==> src/rtl/poke_arb_pkg.sv <==
// poke_arb_pkg: shared definitions for the smem poke arbiter.
//   DATA_W             width of one row/entry/value word
//   DEF_TIMEOUT_CYCLES default watchdog limit (used with POKE_ARB_TIMEOUT_EN)
//   IDLE/START/WAIT_BUSY/WAIT_DONE  arbiter FSM encoding
//   poke_cmd_t         one latched poke command (row, entry, value)
//   next_index()       round-robin successor of an index modulo n
package poke_arb_pkg;

  localparam int DATA_W             = 32;
  localparam int DEF_TIMEOUT_CYCLES = 1024;

  localparam logic [1:0] IDLE      = 2'd0;
  localparam logic [1:0] START     = 2'd1;
  localparam logic [1:0] WAIT_BUSY = 2'd2;
  localparam logic [1:0] WAIT_DONE = 2'd3;

  typedef struct packed {
    logic [DATA_W-1:0] row;
    logic [DATA_W-1:0] entry;
    logic [DATA_W-1:0] value;
  } poke_cmd_t;

  function automatic int next_index(input int i, input int n);
    return (i + 1 >= n) ? 0 : i + 1;
  endfunction

endpackage

==> src/rtl/poke_arbiter_if.sv <==
// poke_arbiter_if: requester-side and engine-side signals of the poke arbiter.
//   req/req_row/req_entry/req_value  NR requesters, 32-bit words packed per requester
//   ack/ack_err                      completion pulse per requester, abort qualifier
//   grant_idx/grant_valid            currently served requester, poke in flight
//   poke_row/entry/value/start/busy  poke engine connection
//   timeout_count                    saturating count of watchdog aborts
//   dbg_state                        arbiter FSM state for observation
// Handshake: a requester raises req[i] with stable data and holds both until
// ack[i] pulses for one cycle; req may stay high for one cycle after ack.
// poke_start is a one-cycle pulse; the engine holds poke_busy high while it works.
// Modports: slave = the arbiter, master = the environment (requesters + engine).
interface poke_arbiter_if #(
  parameter int NR = 3,
  parameter int IW = 3
);
  logic [NR-1:0]                      req;
  logic [NR*poke_arb_pkg::DATA_W-1:0] req_row;
  logic [NR*poke_arb_pkg::DATA_W-1:0] req_entry;
  logic [NR*poke_arb_pkg::DATA_W-1:0] req_value;
  logic [NR-1:0]                      ack;
  logic                               ack_err;
  logic [IW-1:0]                      grant_idx;
  logic                               grant_valid;
  logic [poke_arb_pkg::DATA_W-1:0]    poke_row;
  logic [poke_arb_pkg::DATA_W-1:0]    poke_entry;
  logic [poke_arb_pkg::DATA_W-1:0]    poke_value;
  logic                               poke_start;
  logic                               poke_busy;
  logic [15:0]                        timeout_count;
  logic [1:0]                         dbg_state;

  modport slave (
    input  req, req_row, req_entry, req_value, poke_busy,
    output ack, ack_err, grant_idx, grant_valid,
           poke_row, poke_entry, poke_value, poke_start,
           timeout_count, dbg_state
  );

  modport master (
    output req, req_row, req_entry, req_value, poke_busy,
    input  ack, ack_err, grant_idx, grant_valid,
           poke_row, poke_entry, poke_value, poke_start,
           timeout_count, dbg_state
  );
endinterface

==> src/rtl/poke_arbiter_rr_pick.sv <==
// rr_pick: combinational round-robin selector, reusable by smem arbiters.
//   req   NR  pending requests
//   mask  NR  requests to ignore this cycle
//   ptr   IW  highest-priority index; search runs upward from it, wrapping modulo NR
//   found 1   at least one unmasked request
//   idx   IW  first unmasked request at or after ptr (0 when none)
module rr_pick #(
  parameter int NR = 3,
  parameter int IW = 3
) (
  input  logic [NR-1:0] req,
  input  logic [NR-1:0] mask,
  input  logic [IW-1:0] ptr,
  output logic          found,
  output logic [IW-1:0] idx
);

  logic [NR-1:0] elig;
  assign elig = req & ~mask;

  always_comb begin
    found = 1'b0;
    idx   = '0;
    for (int k = 0; k < NR; k++) begin
      if (!found && elig[(int'(ptr) + k) % NR]) begin
        found = 1'b1;
        idx   = IW'((int'(ptr) + k) % NR);
      end
    end
  end

endmodule

==> src/rtl/poke_arbiter.sv <==
// poke_arbiter: shares the single smem poke engine between NR requesters.
// Picks one pending request round-robin, drives the engine's row/entry/value
// and a one-cycle start, follows poke_busy high then low, and returns a
// one-cycle ack to the winner. All outputs are registered.
// Ports:
//   clk     system clock
//   resetn  synchronous active-low reset
//   bus     poke_arbiter_if.slave (requesters, engine, status, dbg_state)
// Optional build macro POKE_ARB_TIMEOUT_EN adds a watchdog: a poke whose
// engine does not finish within TIMEOUT_CYCLES clocks of its start pulse is
// aborted with ack + ack_err, and timeout_count increments (saturating).
// Without the macro ack_err and timeout_count are constant 0.
module poke_arbiter
  import poke_arb_pkg::*;
#(
  parameter int NR             = 3,
  parameter int IW             = 3,
  parameter int TIMEOUT_CYCLES = DEF_TIMEOUT_CYCLES
) (
  input logic           clk,
  input logic           resetn,
  poke_arbiter_if.slave bus
);

  if (NR < 2 || NR > 8 || (1 << IW) < NR || TIMEOUT_CYCLES < 2) begin : g_bad_cfg
    $error("poke_arbiter: illegal NR/IW/TIMEOUT_CYCLES combination");
  end

  logic [1:0]    state_q;
  logic [IW-1:0] ptr_q;
  logic [IW-1:0] grant_q;
  poke_cmd_t     cmd_q;
  logic [NR-1:0] ack_q;
  logic          ack_err_q;
  logic          gv_q;
  logic          start_q;

  logic          pick_found;
  logic [IW-1:0] pick_idx;
  poke_cmd_t     pick_cmd;
  logic          grant_go;
  logic          done_go;
  logic          abort_go;
  logic          wd_expire;

  // The requester acked this cycle may still hold req for one more cycle,
  // so the current ack vector doubles as the arbitration mask.
  rr_pick #(.NR(NR), .IW(IW)) u_pick (
    .req   (bus.req),
    .mask  (ack_q),
    .ptr   (ptr_q),
    .found (pick_found),
    .idx   (pick_idx)
  );

  assign pick_cmd = '{row:   bus.req_row  [DATA_W*int'(pick_idx) +: DATA_W],
                      entry: bus.req_entry[DATA_W*int'(pick_idx) +: DATA_W],
                      value: bus.req_value[DATA_W*int'(pick_idx) +: DATA_W]};

  // Never start a poke while the engine still reports busy.
  assign grant_go = (state_q == IDLE) && pick_found && !bus.poke_busy;
  assign done_go  = (state_q == WAIT_DONE) && !bus.poke_busy;
  // A normal completion in the same cycle as expiry wins over the abort.
  assign abort_go = wd_expire && !done_go;

`ifdef POKE_ARB_TIMEOUT_EN
  logic [31:0] wdog_q;
  logic [15:0] tcount_q;

  // wdog_q counts clocks since the start pulse (0 during START), so the abort
  // decided when it reaches TIMEOUT_CYCLES-1 puts ack on the wire exactly
  // TIMEOUT_CYCLES clocks after poke_start.
  always_ff @(posedge clk) begin
    if (!resetn) begin
      wdog_q <= '0;
    end else if (grant_go) begin
      wdog_q <= '0;
    end else if (state_q != IDLE) begin
      wdog_q <= wdog_q + 32'd1;
    end
  end

  assign wd_expire = ((state_q == WAIT_BUSY) || (state_q == WAIT_DONE)) &&
                     (wdog_q + 32'd1 == 32'(TIMEOUT_CYCLES));

  always_ff @(posedge clk) begin
    if (!resetn) begin
      tcount_q <= '0;
    end else if (abort_go && (tcount_q != 16'hFFFF)) begin
      tcount_q <= tcount_q + 16'd1;
    end
  end

  assign bus.timeout_count = tcount_q;
`else
  assign wd_expire         = 1'b0;
  assign bus.timeout_count = 16'h0000;
`endif

  always_ff @(posedge clk) begin
    if (!resetn) begin
      state_q   <= IDLE;
      ptr_q     <= '0;
      grant_q   <= '0;
      cmd_q     <= '0;
      ack_q     <= '0;
      ack_err_q <= 1'b0;
      gv_q      <= 1'b0;
      start_q   <= 1'b0;
    end else begin
      ack_q     <= '0;
      ack_err_q <= 1'b0;
      start_q   <= 1'b0;
      case (state_q)
        IDLE: begin
          if (grant_go) begin
            grant_q <= pick_idx;
            cmd_q   <= pick_cmd;
            gv_q    <= 1'b1;
            start_q <= 1'b1;
            ptr_q   <= IW'(next_index(int'(pick_idx), NR));
            state_q <= START;
          end
        end
        START: begin
          state_q <= WAIT_BUSY;
        end
        WAIT_BUSY: begin
          if (!abort_go && bus.poke_busy) begin
            state_q <= WAIT_DONE;
          end
        end
        WAIT_DONE: begin
          // completion handled below together with the abort path
        end
        default: begin
          state_q <= IDLE;
        end
      endcase
      if (done_go || abort_go) begin
        ack_q     <= NR'(1) << grant_q;
        ack_err_q <= abort_go;
        gv_q      <= 1'b0;
        state_q   <= IDLE;
      end
    end
  end

  assign bus.ack         = ack_q;
  assign bus.ack_err     = ack_err_q;
  assign bus.grant_idx   = grant_q;
  assign bus.grant_valid = gv_q;
  assign bus.poke_row    = cmd_q.row;
  assign bus.poke_entry  = cmd_q.entry;
  assign bus.poke_value  = cmd_q.value;
  assign bus.poke_start  = start_q;
  assign bus.dbg_state   = state_q;

endmodule
==> src/flat_wrapper.sv <==
// flat-port wrapper written by rule: the top's interface ports become plain ports
module poke_arbiter_flat import poke_arb_pkg::*;
#(
  parameter int NR             = 3,
  parameter int IW             = 3,
  parameter int TIMEOUT_CYCLES = DEF_TIMEOUT_CYCLES
)
  (clk, resetn, bus_req, bus_req_row, bus_req_entry, bus_req_value, bus_poke_busy, bus_ack, bus_ack_err, bus_grant_idx, bus_grant_valid, bus_poke_row, bus_poke_entry, bus_poke_value, bus_poke_start, bus_timeout_count, bus_dbg_state);
  poke_arbiter_if #(.NR(NR), .IW(IW)) bus_i ();
  input logic clk;
  input logic resetn;
  input wire logic [$bits(bus_i.req)-1:0] bus_req;
  input wire logic [$bits(bus_i.req_row)-1:0] bus_req_row;
  input wire logic [$bits(bus_i.req_entry)-1:0] bus_req_entry;
  input wire logic [$bits(bus_i.req_value)-1:0] bus_req_value;
  input wire logic [$bits(bus_i.poke_busy)-1:0] bus_poke_busy;
  output wire logic [$bits(bus_i.ack)-1:0] bus_ack;
  output wire logic [$bits(bus_i.ack_err)-1:0] bus_ack_err;
  output wire logic [$bits(bus_i.grant_idx)-1:0] bus_grant_idx;
  output wire logic [$bits(bus_i.grant_valid)-1:0] bus_grant_valid;
  output wire logic [$bits(bus_i.poke_row)-1:0] bus_poke_row;
  output wire logic [$bits(bus_i.poke_entry)-1:0] bus_poke_entry;
  output wire logic [$bits(bus_i.poke_value)-1:0] bus_poke_value;
  output wire logic [$bits(bus_i.poke_start)-1:0] bus_poke_start;
  output wire logic [$bits(bus_i.timeout_count)-1:0] bus_timeout_count;
  output wire logic [$bits(bus_i.dbg_state)-1:0] bus_dbg_state;
  assign bus_i.req = bus_req;
  assign bus_i.req_row = bus_req_row;
  assign bus_i.req_entry = bus_req_entry;
  assign bus_i.req_value = bus_req_value;
  assign bus_i.poke_busy = bus_poke_busy;
  assign bus_ack = bus_i.ack;
  assign bus_ack_err = bus_i.ack_err;
  assign bus_grant_idx = bus_i.grant_idx;
  assign bus_grant_valid = bus_i.grant_valid;
  assign bus_poke_row = bus_i.poke_row;
  assign bus_poke_entry = bus_i.poke_entry;
  assign bus_poke_value = bus_i.poke_value;
  assign bus_poke_start = bus_i.poke_start;
  assign bus_timeout_count = bus_i.timeout_count;
  assign bus_dbg_state = bus_i.dbg_state;
  poke_arbiter #(.NR(NR), .IW(IW), .TIMEOUT_CYCLES(TIMEOUT_CYCLES)) u_core (.clk(clk), .resetn(resetn), .bus(bus_i));
endmodule
==> config.mk <==
export PLATFORM = sky130hd
export DESIGN_NAME = poke_arbiter_flat
export DESIGN_NICKNAME = d
export VERILOG_FILES = /design/src/rtl/poke_arb_pkg.sv /design/src/rtl/poke_arbiter_if.sv /design/src/rtl/poke_arbiter_rr_pick.sv /design/src/rtl/poke_arbiter.sv /design/src/flat_wrapper.sv
export SDC_FILE = /design/constraint.sdc
export NUM_CORES = 1
export LEC_CHECK = 0
export ABC_CLOCK_PERIOD_IN_PS = 6010
export BUFFER_PORTS_ARGS = -buffer_cell sky130_fd_sc_hd__buf_2
export CORE_AREA = 2 2 162 164
export CTS_BUF_LIST = sky130_fd_sc_hd__clkbuf_8
export DETAILED_ROUTE_END_ITERATION = 10
export DIE_AREA = 0 0 164 166
export HOLD_SLACK_MARGIN = 0.15
export PLACE_DENSITY_LB_ADDON = 0.15
export SETUP_SLACK_MARGIN = 0.2
export SLEW_MARGIN = 0
export SYNTH_ARGS = -nofsm -noshare
export SYNTH_HDL_FRONTEND = slang
export SYNTH_SLANG_ARGS = --single-unit
==> constraint.sdc <==
create_clock -name clk -period 6.01 [get_ports clk]
set_input_delay 0.601 -clock clk [delete_from_list [all_inputs] [get_ports clk]]
set_output_delay 0.601 -clock clk [all_outputs]
set_load 0.01 [all_outputs]
==> results.yml, run 1 <==
status:
  status: "completed"
synthesis:
  ys_types: 75
  synth-seq-cells: 109
  async_flop_share_pct: 0
  yosysSeqAreaShare_pct: 33.4
  ys.flop_type: "dfxtp_1"
  synth_top_cell_by_area: "dfxtp_1"
  syn_area_per_cell_um2: 8.79
  synth-edff-count: 0
  ys.warnings.count: 0
  synth_area_leaders: "dfxtp_1 33%, mux2i_1 15%, o211ai_1 11%"
  postSynthCellCount: 743
  synth_top_area_share_pct: 33.4
  syn_area_um2: 6530
hold_path:
  hold_depth: 3
  hold_path_end: "u_core.bus.poke_row[13]"
  worstHoldStart: "bus_req_row[77]"
  hold_class: "in2reg"
setup_path:
  endpoint_kind: "register"
  crit_fanout: 37
  required_ns: 6.28
  cp_data_arrival_time_ns: 5.66
  r2r_start: "u_core.ptr_q[1]"
  path_class: "reg2reg"
  r2r_cells: 19
  critPathLaunchType: "register"
  r2r-end: "u_core.bus.poke_value[8]"
  r2r_slack_ns: 0.61
placement:
  place.gp.congestion: 0.846
  placed_area_um2: 9000
  dp_hpwl_mm: 19.8
  numPortBuffers: 399
timing:
  worstMarginPinSlew_ns: 0.689
  rsz0062_at_grt: "false"
  whs_ns: 0.435
  relSlewSlack_pct: 53.6
  period_needed_ns: 5.40
  timing.fmax_ghz: 0.185
  setup_violations: 0
  setup_tns_ns: 0
  hold_viol: 0
  period_share_pct: 89.8
  drv_slew: 0
  clock_skew_ns: 0.0129
clocking:
  clockRootBuffer: "clkbuf_8"
  clkSinkCount: 109
  cts_setup_buffers: 0
  clk_latency_ns: 0.39
  hold_buffers: 0
  cts-buffers-inserted: 9
  clk_path_buf_depth: 2
  htreeDepth: 3
  clkTransAtPathRegs_ns: 0.13
  cts_resized: 0
  cts_tree: "done"
detailed_routing:
  viasPerCell: 4.74
  post_drt_wl_per_cell_um: 17.4
  drtIter0Drc: 316
  dr.max_layer_used: "met5"
  dr.pass1.iters: 5
  drtAntennaViolNets: 0
  vias: 6978
  wl_met2_mm: 12.8
  drc: 0
  wl_met1_mm: 10.5
  met3WireLength_mm: 1.87
  routed_wl_mm: 25.6
pwr:
  p_per_area_nw_per_um2: 461
  ir_drop_uv: 231
  p_total_mw: 4.26
  leakage_nw: 4.23
floorplanning:
  die_area_um2: 27200
  io_pins: 417
  num_rows: 59
  initial_core_util_pct: 25.5
  die_y_um: 166
  die_w_um: 164
  core_um2: 25600
global_routing:
  overflow: 0
  track_usage_pct: 17.8
  grt_pass1_wl_mm: 38.0
  grt_max_degree: 58
  grt_pass1_vias: 6814
  antenna_found_initial: 4
layout:
  stdcell_area_um2: 9240
  post-route-util_pct: 36.1
  final_common_cell: "buf_2"
  fin_nets: 1445
  final_cell_mix: "399 x buf_2, 109 x dfxtp_1, 101 x nand2_1, 101 x mux2i_1, 98 x nand3_1"
  syn_to_final_growth_pct: 41.4
  final_layout_size_suffix_gt1_share_pct: 41.7
flow_run:
  cap_violations: 0
[registers in the layout, indices dropped and copies added (netlist names)]
register,count
u_core.bus.poke_entry,32
u_core.bus.poke_row,32
u_core.bus.poke_value,32
u_core.bus.ack,3
u_core.bus.grant_idx,3
u_core.ptr_q,3
u_core.bus.dbg_state,2
u_core.bus.grant_valid,1
u_core.bus.poke_start,1
[metrics by stage]
step	cells	setup slack, ns
finish	1471	0.614
global route	1471	0.309
CTS	1465	0.622
detailed placement	1449	0.659
global placement	1449	0.788
floorplan	759	1.04
[cell families (layout without fill, tap and decap cells)]
logic type	after synthesis	in the layout	share of synthesized area (%)
xor gates and xnor gates	7	7	1.05
muxes	105	105	16.2
and+or+nand+nor	261	261	18.9
other	1	20	0.0574
adders and majority gates	23	23	4.40
buffers and inverters	86	460	7.68
AOI/OAI and AO/OA	151	151	18.2
DFF	109	109	33.4
[power by group]
| part | total, mW | switching (mW) | internal (mW) |
|---|---|---|---|
| registers | 1.09 | 0.136 | 0.957 |
| clock network | 0.457 | 0.299 | 0.158 |
| logic | 2.71 | 1.51 | 1.21 |
| total | 4.26 | 1.94 | 2.32 |
[worst max-delay path, cell delays in order, from the launching register on]
cell      delay (ns)
dfxtp_1         0.69
ha_1            0.30
xnor2_1         0.18
a21oi_1         0.12
ha_1            0.26
ha_1            0.25
a31o_2          0.24
a21o_1          0.18
xor2_1          0.19
ha_1            0.31
a211oi_1        0.08
mux2_4          0.29
a22o_1          0.23
and3_1          0.21
a211oi_2        0.33
and3_4          0.30
mux2_4          0.43
o21ai_4         0.24
buf_12          0.28
o211ai_1        0.13
[cells in the mapped netlist (3+ instances only)]
master,instances
o21ai_0,5
inv_1,9
nand4b_1,3
clkbuf_1,23
xor2_1,3
buf_2,14
a211oi_1,7
nor4b_1,3
dfxtp_1,109
a21oi_1,6
nand2_1,101
o211ai_1,95
buf_1,3
nor2b_1,5
buf_6,3
buf_4,28
ha_1,23
nor2_1,21
clkbuf_4,3
nand2b_1,5
mux2i_1,101
xnor2_1,3
nand3_1,98
nor3_1,6
[routing by layer]
layer / GRT usage, % / up-vias
met1: 21.6 / 3210
met3: 4.70 / 28
met4: 4.96 / 2
met5: 0 / -
met2: 30.9 / 271
li1: - / 3467
[worst max-delay path by stage]
stage / endpoint / startpoint / cells after the start
after floorplan: u_core.ptr_q[1] / u_core.ptr_q[1] / 23
after global placement: u_core.ptr_q[1] / u_core.ptr_q[1] / 20
after detailed placement: u_core.ptr_q[1] / u_core.ptr_q[1] / 20
after CTS: u_core.ptr_q[1] / u_core.ptr_q[1] / 20
after global routing: u_core.bus.poke_value[17] / u_core.ptr_q[1] / 19
final: u_core.bus.poke_value[8] / u_core.ptr_q[1] / 19
[final cells by class]
cell class	count	area (µm²)
fill	2731	16400
inverter	10	37.5
clock buffer	9	124
tap	335	419
clock inverter	7	61.3
timing repair buffer	434	2470
multi-input combinational	564	3940
sequential	109	2180
antenna	3	7.51
Power figures use the tool's default switching activity.
==> run 2, diff against run 1 <==
Settings changed: ABC_CLOCK_PERIOD_IN_PS 6010 to 6500, CORE_AREA 2 2 162 164 to 2 2 160 162, DIE_AREA 0 0 164 166 to 0 0 162 164, PLACE_DENSITY set to 0.53, PLACE_DENSITY_LB_ADDON 0.15 to not set.
Clock period 6.01 ns to 6.5 ns, I/O delays scaled along.
==> results.yml, run 2 (synthesis results as in run 1) <==
global_routing:
  grt_max_degree: 61
  grt_pass1_vias: 6557
  overflow: 0
  grt_use_met3_pct: 3.36
  grt_pass1_wl_mm: 36.3
  use_met2_pct: 30.7
  antenna_found_initial: 2
  track_usage_pct: 17.4
  use_met1_pct: 21.9
  busiest_layer: "met2"
placement:
  dp_hpwl_mm: 18.9
  numPortBuffers: 399
  placed_area_um2: 8730
  place.gp.congestion: 0.837
clocking:
  clk_path_buf_depth: 2
  clkSinkCount: 109
  clkTransAtPathRegs_ns: 0.12
  cts_setup_buffers: 0
  clockRootBuffer: "clkbuf_8"
  hold_buffers: 0
  cts_tree: "done"
  cts_resized: 0
  cts-buffers-inserted: 9
  htreeDepth: 3
  clk_latency_ns: 0.39
timing:
  period_needed_ns: 5.41
  setup_violations: 0
  worstMarginPinSlew_ns: 0.697
  setup_tns_ns: 0
  drv_slew: 0
  timing.fmax_ghz: 0.185
  clock_skew_ns: 0.0165
  relSlewSlack_pct: 53.2
  period_share_pct: 83.2
  whs_ns: 0.472
  rsz0062_at_grt: "false"
  hold_viol: 0
floorplanning:
  num_rows: 58
  die_y_um: 164
  io_pins: 417
  core_um2: 24800
  die_area_um2: 26600
  initial_core_util_pct: 26.3
  die_w_um: 162
setup_path:
  crit_chain: "inv_1 -> ha_1 -> ha_1 -> ha_1 -> a31o_2 -> a21o_1 -> xor2_1 -> ha_1 -> a211oi_1 -> mux2_4 -> a22o_1 -> and3_1 -> a211o_1 -> o41ai_1 -> a21bo_4 -> buf_4 -> mux2i_1 -> o211ai_1"
  required_ns: 6.79
  r2r_start: "u_core.ptr_q[1]"
  crit_fanout: 24
  r2r_slack_ns: 1.09
  critPathLaunchType: "register"
  worstSetupEndpoint: "u_core.bus.poke_entry[0]"
  startpoint: "u_core.ptr_q[1]"
  critPathMaxStageDelay_ns: 0.70
  crit_slowest_cell: "dfxtp_1"
  r2r_cells: 18
  endpoint_kind: "register"
  cp_data_arrival_time_ns: 5.69
  crit_top_cell: "ha_1"
  path_class: "reg2reg"
  r2r-end: "u_core.bus.poke_entry[0]"
detailed_routing:
  routed_wl_mm: 24.5
  drtIter0Drc: 416
  viasPerCell: 4.77
  vias: 6877
  dr.pass1.iters: 6
  drtAntennaViolNets: 0
  post_drt_wl_per_cell_um: 17.0
  drc: 0
pwr:
  leakage_nw: 4.08
  p_per_area_nw_per_um2: 415
  ir_drop_uv: 193
layout:
  final_layout_size_suffix_gt1_share_pct: 40.6
  fin_nets: 1424
  final_common_cell: "buf_2"
  stdcell_area_um2: 8930
  syn_to_final_growth_pct: 36.6
  final_cell_mix: "399 x buf_2, 109 x dfxtp_1, 101 x nand2_1, 101 x mux2i_1, 98 x nand3_1"
hold_path:
  hold_depth: 2
  hold_class: "reg2reg"
status:
  status: "completed"
flow_run:
  cap_violations: 0
[run 2: cell types whose count changed in the layout (fill, tap and decap cells not counted), moves of 2 or more]
cell     delta
inv_8       +2
diode_2     -2
buf_12     -12
buf_4       -9
[run 2: report_power, final]
part / switching [mW] / internal (mW) / leakage [nW]
registers: 0.128 / 0.885 / 0.892
clock network: 0.269 / 0.157 / 0.0967
logic: 1.34 / 0.928 / 3.09
[run 2: worst max-delay path: cells and delay by family (launching register included)]
family	cells	cell delay, ns
compound gates	8	1.74
xor+xnor	1	0.19
fa+ha+maj	4	1.18
buf+inv	2	0.61
flops	1	0.70
mux	2	0.62
simple gates	1	0.22
[run 2: how the worst min path moves through the flow]
| stage | end | from |
|---|---|---|
| after global routing | u_core.bus.poke_value[9] | bus_req_value[73] |
| final | u_core.bus.poke_row[6] | u_core.bus.poke_row[6] |
| after detailed placement | u_core.bus.poke_row[8] | u_core.bus.poke_row[8] |
| after floorplan | u_core.bus.poke_row[10] | u_core.bus.poke_row[10] |
| after CTS | u_core.bus.poke_row[13] | bus_req_row[77] |
| after global placement | u_core.bus.poke_row[8] | u_core.bus.poke_row[8] |
[run 2: through the flow]
stage,setup WS (ns),instances,power (mW),utilization [%]
global placement,1.20,1426,3.29,35.2
finish,1.09,1443,3.70,36.0
global route,0.690,1443,3.97,36.0
CTS,1.11,1442,3.74,36.0
detailed placement,1.13,1426,3.30,35.2
floorplan,1.53,759,2.63,-
[run 2: final cells by class]
cell class / count / area (µm²)
Tap cell: 330 / 413
Clock buffer: 10 / 138
Fill cell: 2681 / 15900
Timing Repair Buffer: 413 / 2160
Clock inverter: 6 / 52.6
Multi-Input combinational cell: 564 / 3940
Antenna cell: 1 / 2.50
Inverter: 10 / 37.5
Sequential cell: 109 / 2180
[run 2: routing by layer]
metal  vias up  routed length, µm
li1       3425                  -
met1      3175              10400
met2       258              12200
met4         2                314
met5         -                 11
met3        17               1670
